$ cat src/rtl/pipeline_pkg.sv
// rtl/pipeline_pkg.sv - shared widths, reset PC and instruction-encoding constants
package pipeline_pkg;

    localparam int                WORD_W           = 16;
    localparam logic [WORD_W-1:0] DEFAULT_RESET_PC = 16'h0000;

    typedef enum logic [1:0] {
        AND = 2'd0,
        ADD = 2'd1,
        SUB = 2'd2,
        SV  = 2'd3
    } opcode_e;

    localparam logic [2:0] R0 = 3'd0;
    localparam logic [2:0] R1 = 3'd1;
    localparam logic [2:0] R2 = 3'd2;
    localparam logic [2:0] R3 = 3'd3;
    localparam logic [2:0] R4 = 3'd4;
    localparam logic [2:0] R5 = 3'd5;
    localparam logic [2:0] R6 = 3'd6;
    localparam logic [2:0] R7 = 3'd7;

    // Layout: op[15:14] rd[13:11] rs1[10:8] rs2[7:5] imm[4:0]
    function automatic logic [WORD_W-1:0] make_instr(
        input opcode_e    op,
        input logic [2:0] rd,
        input logic [2:0] rs1,
        input logic [2:0] rs2,
        input logic [4:0] imm
    );
        return {op, rd, rs1, rs2, imm};
    endfunction

endpackage

$ cat src/rtl/return_stack.sv
// rtl/return_stack.sv - circular return-address stack that overwrites its oldest entry when full
module return_stack
    import pipeline_pkg::*;
#(
    parameter int RAS_DEPTH = 4
) (
    input  logic              clk,
    input  logic              rst_n,
    input  logic              push,
    input  logic              pop,
    input  logic [WORD_W-1:0] push_data,
    output logic [WORD_W-1:0] top,
    output logic              empty
);

    localparam int                PTR_W = $clog2(RAS_DEPTH);
    localparam int                CNT_W = $clog2(RAS_DEPTH + 1);
    localparam logic [CNT_W-1:0]  FULL  = CNT_W'(RAS_DEPTH);

    logic [WORD_W-1:0] r_mem [RAS_DEPTH];
    logic [PTR_W-1:0]  r_ptr;
    logic [CNT_W-1:0]  r_count;
    logic [PTR_W-1:0]  w_top_idx;

    // r_ptr is the next free slot; it wraps naturally because the depth is a power of two
    assign w_top_idx = r_ptr - 1'b1;
    assign top       = r_mem[w_top_idx];
    assign empty     = (r_count == '0);

    always_ff @(posedge clk) begin
        if (push) begin
            r_mem[r_ptr] <= push_data;
        end
    end

    always_ff @(posedge clk or negedge rst_n) begin
        if (!rst_n) begin
            r_ptr   <= '0;
            r_count <= '0;
        end else if (push) begin
            r_ptr <= r_ptr + 1'b1;
            if (r_count != FULL) begin
                r_count <= r_count + 1'b1;
            end
        end else if (pop && !empty) begin
            r_ptr   <= w_top_idx;
            r_count <= r_count - 1'b1;
        end
    end

endmodule

$ cat src/rtl/fetch_unit.sv
// rtl/fetch_unit.sv - PC owner and instruction-fetch stage with stall hold, redirects and call/return
module fetch_unit
    import pipeline_pkg::*;
#(
    parameter logic [WORD_W-1:0] RESET_PC  = DEFAULT_RESET_PC,
    parameter int                RAS_DEPTH = 4
) (
    input  logic              clk,
    input  logic              rst_n,
    output logic [WORD_W-1:0] imem_addr,
    input  logic [WORD_W-1:0] imem_instr,
    input  logic              id_stall,
    input  logic              id_redirect,
    input  logic [WORD_W-1:0] id_target,
    input  logic              id_call,
    input  logic              id_ret,
    input  logic              ex_redirect,
    input  logic [WORD_W-1:0] ex_target,
    output logic [WORD_W-1:0] id_instr,
    output logic [WORD_W-1:0] id_pc,
    output logic              id_valid,
    output logic              ras_underflow
);

    logic [WORD_W-1:0] r_pc;
    logic [WORD_W-1:0] r_fpc;
    logic              r_fvalid;
    logic [WORD_W-1:0] r_hold;
    logic              r_hold_sel;
    logic              r_uflow;

    logic [WORD_W-1:0] w_pc_nxt;
    logic [WORD_W-1:0] w_fpc_nxt;
    logic              w_fvalid_nxt;
    logic [WORD_W-1:0] w_hold_nxt;
    logic              w_hold_sel_nxt;
    logic              w_uflow_nxt;
    logic              w_push;
    logic              w_pop;
    logic [WORD_W-1:0] w_ras_top;
    logic              w_ras_empty;

    return_stack #(
        .RAS_DEPTH (RAS_DEPTH)
    ) u_ras (
        .clk       (clk),
        .rst_n     (rst_n),
        .push      (w_push),
        .pop       (w_pop),
        .push_data (r_fpc + 16'd1),
        .top       (w_ras_top),
        .empty     (w_ras_empty)
    );

    assign imem_addr     = r_pc;
    assign id_instr      = r_hold_sel ? r_hold : imem_instr;
    assign id_pc         = r_fpc;
    assign id_valid      = r_fvalid;
    assign ras_underflow = r_uflow;

    // Any redirect turns the fetch already in flight (address r_pc) into a bubble
    always_comb begin
        w_pc_nxt       = r_pc;
        w_fpc_nxt      = r_fpc;
        w_fvalid_nxt   = r_fvalid;
        w_hold_nxt     = r_hold;
        w_hold_sel_nxt = r_hold_sel;
        w_uflow_nxt    = 1'b0;
        w_push         = 1'b0;
        w_pop          = 1'b0;
        if (ex_redirect) begin
            w_pc_nxt       = ex_target;
            w_fpc_nxt      = r_pc;
            w_fvalid_nxt   = 1'b0;
            w_hold_sel_nxt = 1'b0;
        end else if (id_stall) begin
            // Memory keeps returning the next address, so capture the presented word once
            if (!r_hold_sel) begin
                w_hold_nxt     = imem_instr;
                w_hold_sel_nxt = 1'b1;
            end
        end else if (id_ret) begin
            w_fpc_nxt      = r_pc;
            w_fvalid_nxt   = 1'b0;
            w_hold_sel_nxt = 1'b0;
            if (w_ras_empty) begin
                w_pc_nxt    = '0;
                w_uflow_nxt = 1'b1;
            end else begin
                w_pc_nxt = w_ras_top;
                w_pop    = 1'b1;
            end
        end else if (id_redirect) begin
            w_pc_nxt       = id_target;
            w_fpc_nxt      = r_pc;
            w_fvalid_nxt   = 1'b0;
            w_hold_sel_nxt = 1'b0;
            w_push         = id_call;
        end else begin
            w_pc_nxt       = r_pc + 16'd1;
            w_fpc_nxt      = r_pc;
            w_fvalid_nxt   = 1'b1;
            w_hold_sel_nxt = 1'b0;
        end
    end

    always_ff @(posedge clk or negedge rst_n) begin
        if (!rst_n) begin
            r_pc       <= RESET_PC;
            r_fpc      <= '0;
            r_fvalid   <= 1'b0;
            r_hold     <= '0;
            r_hold_sel <= 1'b0;
            r_uflow    <= 1'b0;
        end else begin
            r_pc       <= w_pc_nxt;
            r_fpc      <= w_fpc_nxt;
            r_fvalid   <= w_fvalid_nxt;
            r_hold     <= w_hold_nxt;
            r_hold_sel <= w_hold_sel_nxt;
            r_uflow    <= w_uflow_nxt;
        end
    end

endmodule
$ cat config.mk
export PLATFORM = sky130hd
export DESIGN_NAME = fetch_unit
export DESIGN_NICKNAME = d
export VERILOG_FILES = /design/src/rtl/pipeline_pkg.sv /design/src/rtl/return_stack.sv /design/src/rtl/fetch_unit.sv
export SDC_FILE = /design/constraint.sdc
export NUM_CORES = 1
export LEC_CHECK = 0
export CORE_UTILIZATION = 34
export CTS_BUF_LIST = sky130_fd_sc_hd__clkbuf_8
export DETAILED_ROUTE_END_ITERATION = 10
export SETUP_SLACK_MARGIN = 0.1
export SKIP_CTS_REPAIR_TIMING = 1
export SLEW_MARGIN = 15
export SYNTH_ARGS = -nofsm -noshare
export SYNTH_HDL_FRONTEND = slang
export SYNTH_SLANG_ARGS = --single-unit
$ cat constraint.sdc
create_clock -name clk -period 2.4 [get_ports clk]
set_input_delay 0.48 -clock clk [delete_from_list [all_inputs] [get_ports clk]]
set_output_delay 0.48 -clock clk [all_outputs]
set_load 0.05 [all_outputs]
==> flow_summary.json, run 1 <==
{
  "synth-edff-count": 64,
  "finalHoldViolCount": 0,
  "highest_layer": "met4",
  "drtIter0Drc": 402,
  "synth_top_family_by_area": "simple AND/OR/NAND/NOR gates",
  "finClkSkew_ns": 0.00922,
  "antenna_left": 0,
  "syn_area_mm2": 0.00562,
  "grt_overflow": 0,
  "antennaDiodeCount": 0,
  "pin_count": 105,
  "gp_congestion": 0.859,
  "clock_latency_ns": 0.43,
  "synthesis.nets": 538,
  "dpl_worst_slack_ns": 0.0136,
  "drive_above_1_share_pct": 18.5,
  "clockPowerShare_pct": 26.8,
  "maxCapViolations": 0,
  "numCtsBuffers": 17,
  "cts_max_level": 4,
  "maxSlewViolCount": 0,
  "power_switching_uw": 2510,
  "synthCells": 476,
  "rsz0062_at_grt": "false",
  "fp.coreArea_mm2": 0.0160,
  "ys_seq_area_share_pct": 59.1,
  "worst_setup_path_start_kind": "register",
  "m1WireLength_um": 6680,
  "cp.arrival_ns": 1.75,
  "cts_tree": "yes",
  "slowest_stage": "clkdlybuf4s50_1",
  "slowest_delay_ns": 0.86,
  "worst_slew_pin_slew_ns": 0.567,
  "grt_first_pass_wirelength_um": 23500,
  "fin_tns_setup_ns": 0,
  "clockRootBuffer": "clkbuf_8",
  "min_path_cells": 2,
  "p_leak_uw": 0.00315,
  "outcome": "completed",
  "die-area_mm2": 0.0171,
  "critPathKind": "reg -> out",
  "cp.required_ns": 1.92,
  "syn_area_per_cell_um2": 11.8,
  "p_per_area_mw_per_mm2": 912,
  "pwr-share-seq_pct": 38.8,
  "die_w_um": 131,
  "ys_ff_latch": 120,
  "wl_met3_um": 883,
  "critPathCaptureType": "output port",
  "synth-compound-area-share_pct": 6.99,
  "crit_family": "buffers and inverters",
  "finalCriticalPeriod_ns": 2.23,
  "synthMuxAreaShare_pct": 10.1,
  "drt-vias-per-instance": 5.01,
  "hold_path_class": "reg -> reg",
  "reg2reg_depth": 6,
  "grt_pass1_vias": 4246,
  "r2r_slack_ns": 0.30,
  "synth-xor-area-share_pct": 4.20,
  "synthFlopType": "edfxtp_1",
  "critPathBufInv": 1,
  "r2r-start": "u_ras.r_ptr[1]$_DFFE_PN0P_",
  "syn_to_final_growth_pct": 36.7,
  "path_max_fanout": 5,
  "p_int_uw": 4500,
  "portBuffers": 104,
  "start_util_pct": 35.2,
  "track_usage_pct": 18.9,
  "path_cells": "clkdlybuf4s50_1",
  "vias": 4176,
  "synth_simple_gate_area_share_pct": 15.1,
  "relSlewSlack_pct": 62.2,
  "async_flop_share_pct": 46.7,
  "hpwl_um": 11100,
  "drc": 0,
  "finalSetupViolations": 0,
  "routed_wl_um": 15300,
  "yosysWarnings": 0,
  "layout_setup_ws_ns": 0.172,
  "ys_types": 49,
  "fin_nets": 666,
  "min-delay-start": "r_hold[0]$_DFFE_PN0P_",
  "wl_per_cell_um": 18.3,
  "rows": 46,
  "clkSlewWorstSetupHoldPaths_ns": 0.08,
  "fin_crit_sh_pct": 92.9,
  "hold_end": "r_hold[0]$_DFFE_PN0P_",
  "die_y_um": 131,
  "fmax_mhz": 449,
  "netSwitchingFraction_pct": 35.8,
  "grt_antenna_before_repair": 0,
  "synth-adder-area-share_pct": 1.69,
  "ir_drop_mv": 0.360,
  "clockBufferDepth": 2,
  "p_comb_share_pct": 34.4,
  "cts.sinks": 120,
  "worst_r2r_endpoint": "imem_addr[8]$_DFFE_PN0N_",
  "dr.pass1.iters": 5,
  "grt_max_degree": 41,
  "wl_met2_um": 7480
}
==> logic make-up after synthesis <==
group,after synthesis
multiplexers,35
adder cells (fa/ha/maj),7
AO/OA/AOI/OAI,61
XOR/XNOR,27
buffers and inverters,33
AND/OR/NAND/NOR,193
flip-flops,120
==> per-layer routing <==
layer | track usage, % | vias up
li1 | - | 1957
met1 | 24.9 | 2076
met2 | 30.3 | 125
met3 | 4.23 | 18
met4 | 7.44 | 0
met5 | 0 | -
==> per-stage QoR <==
stage | utilization (%) | power [uW] | instance area, um2 | std cells | hold WS (ns)
global placement | 45.2 | 5130 | 7240 | 800 | 0.452
CTS | 47.8 | 7060 | 7650 | 832 | -0.0141
floorplan | - | 4230 | 5630 | 476 | 0.184
global route | 48.1 | 7350 | 7690 | 833 | 0.513
detailed placement | 45.2 | 5180 | 7240 | 800 | 0.457
finish | 48.1 | 7010 | 7690 | 833 | 0.470
==> registers in the layout (all words and copies together) (netlist names) <==
| register | count |
|---|---|
| u_ras.r_mem | 64 |
| id_pc | 16 |
| u_ras.r_count | 3 |
| r_hold | 16 |
| imem_addr | 16 |
| ras_underflow | 1 |
| r_hold_sel | 1 |
| u_ras.r_ptr | 2 |
| id_valid | 1 |
==> power by group through the flow <==
stage | Sequential [uW] | Clock (uW) | Combinational [uW]
5_1_grt | 2750 | 2010 | 2590
3_5_place_dp | 2750 | 0 | 2420
2_1_floorplan | 3070 | 0 | 1160
4_1_cts | 2710 | 1910 | 2440
6_report | 2720 | 1880 | 2410
3_3_place_gp | 2740 | 0 | 2390
==> layout by cell type, fill, tap and decap left out, drive strengths merged, types with 12 or more instances in the layout <==
| cell | netlist | layout |
|---|---|---|
| dfrtp | 56 | 56 |
| xor2 | 12 | 12 |
| mux2 | 16 | 16 |
| o21ai | 25 | 25 |
| nand3 | 14 | 14 |
| clkdlybuf4s50 | 0 | 75 |
| nand2 | 133 | 133 |
| dlymetal6s2s | 0 | 12 |
| clkbuf | 11 | 17 |
| edfxtp | 64 | 64 |
| nor2 | 13 | 13 |
| buf | 13 | 45 |
| mux4 | 16 | 16 |
| xnor2 | 15 | 15 |
==> cell usage after synthesis (3+ instances only) <==
| library cell | number | area (um2) |
|---|---|---|
| buf_6 | 3 | 33.8 |
| a222oi_1 | 3 | 30.0 |
| buf_1 | 4 | 15.0 |
| mux2i_1 | 3 | 30.0 |
| and2_1 | 3 | 18.8 |
| mux4_2 | 16 | 360 |
| xor2_1 | 12 | 105 |
| buf_2 | 4 | 20.0 |
| nand2_1 | 132 | 495 |
| edfxtp_1 | 64 | 1920 |
| clkbuf_1 | 11 | 41.3 |
| a31oi_1 | 3 | 18.8 |
| a221oi_1 | 7 | 61.3 |
| nor2_1 | 13 | 48.8 |
| nand3_1 | 14 | 70.1 |
| o21ai_0 | 24 | 120 |
| ha_1 | 6 | 75.1 |
| dfrtp_1 | 56 | 1400 |
| nor3_1 | 7 | 35.0 |
| inv_1 | 8 | 30.0 |
| mux2_2 | 16 | 180 |
| nand4_1 | 4 | 25.0 |
| and3_1 | 8 | 50.1 |
| xnor2_1 | 15 | 131 |
| a21oi_1 | 11 | 55.1 |
==> worst max-delay path by stage <==
stage / startpoint / endpoint / slack [ns] / cells after the start
2_1_floorplan: u_ras.r_ptr[0]$_DFFE_PN0P_ / imem_addr[11]$_DFFE_PN0N_ / 0.13 / 9
3_3_place_gp: id_stall / imem_addr[8]$_DFFE_PN0N_ / 0.07 / 6
3_5_place_dp: id_stall / imem_addr[8]$_DFFE_PN0N_ / 0.01 / 6
4_1_cts: r_hold_sel$_DFF_PN0_ / id_instr[10] / 0.08 / 2
5_1_grt: imem_addr[6]$_DFFE_PN0N_ / imem_addr[6] / 0.10 / 1
6_report: imem_addr[14]$_DFFE_PN0N_ / imem_addr[14] / 0.17 / 1
==> area by class of cell <==
type	instances	area [um2]
Inverter	9	33.8
Timing Repair Buffer	133	1510
Tap cell	216	270
Clock buffer	17	234
Sequential cell	120	3320
Clock inverter	15	176
Multi-Input combinational cell	323	2140
Fill cell	1476	8310
==> worst reg2reg max path: stages (launching register included) <==
cell and delay, ns:
dfrtp_1 0.44, inv_1 0.10, ha_1 0.30, buf_4 0.22, mux4_2 0.37, a221oi_1 0.38
o21ai_0 0.16
No activity file was read; power rests on OpenSTA's default activity.
==> inputs of run 2 (changes only) <==
--- a/config.mk
+++ b/config.mk
@@ -5,6 +5,7 @@
 export SDC_FILE = /design/constraint.sdc
 export NUM_CORES = 1
 export LEC_CHECK = 0
+export CAP_MARGIN = 20
 export CORE_UTILIZATION = 34
 export CTS_BUF_LIST = sky130_fd_sc_hd__clkbuf_8
 export DETAILED_ROUTE_END_ITERATION = 10
==> results of run 2 <==
The final DEF is identical to that of run 1; final timing and power are the same.
==> inputs of run 3 (changes only) <==
--- a/config.mk
+++ b/config.mk
@@ -5,7 +5,6 @@
 export SDC_FILE = /design/constraint.sdc
 export NUM_CORES = 1
 export LEC_CHECK = 0
-export CAP_MARGIN = 20
 export CORE_UTILIZATION = 34
 export CTS_BUF_LIST = sky130_fd_sc_hd__clkbuf_8
 export DETAILED_ROUTE_END_ITERATION = 10
==> results of run 3 <==
The final DEF is identical to that of run 1; final timing and power are the same.
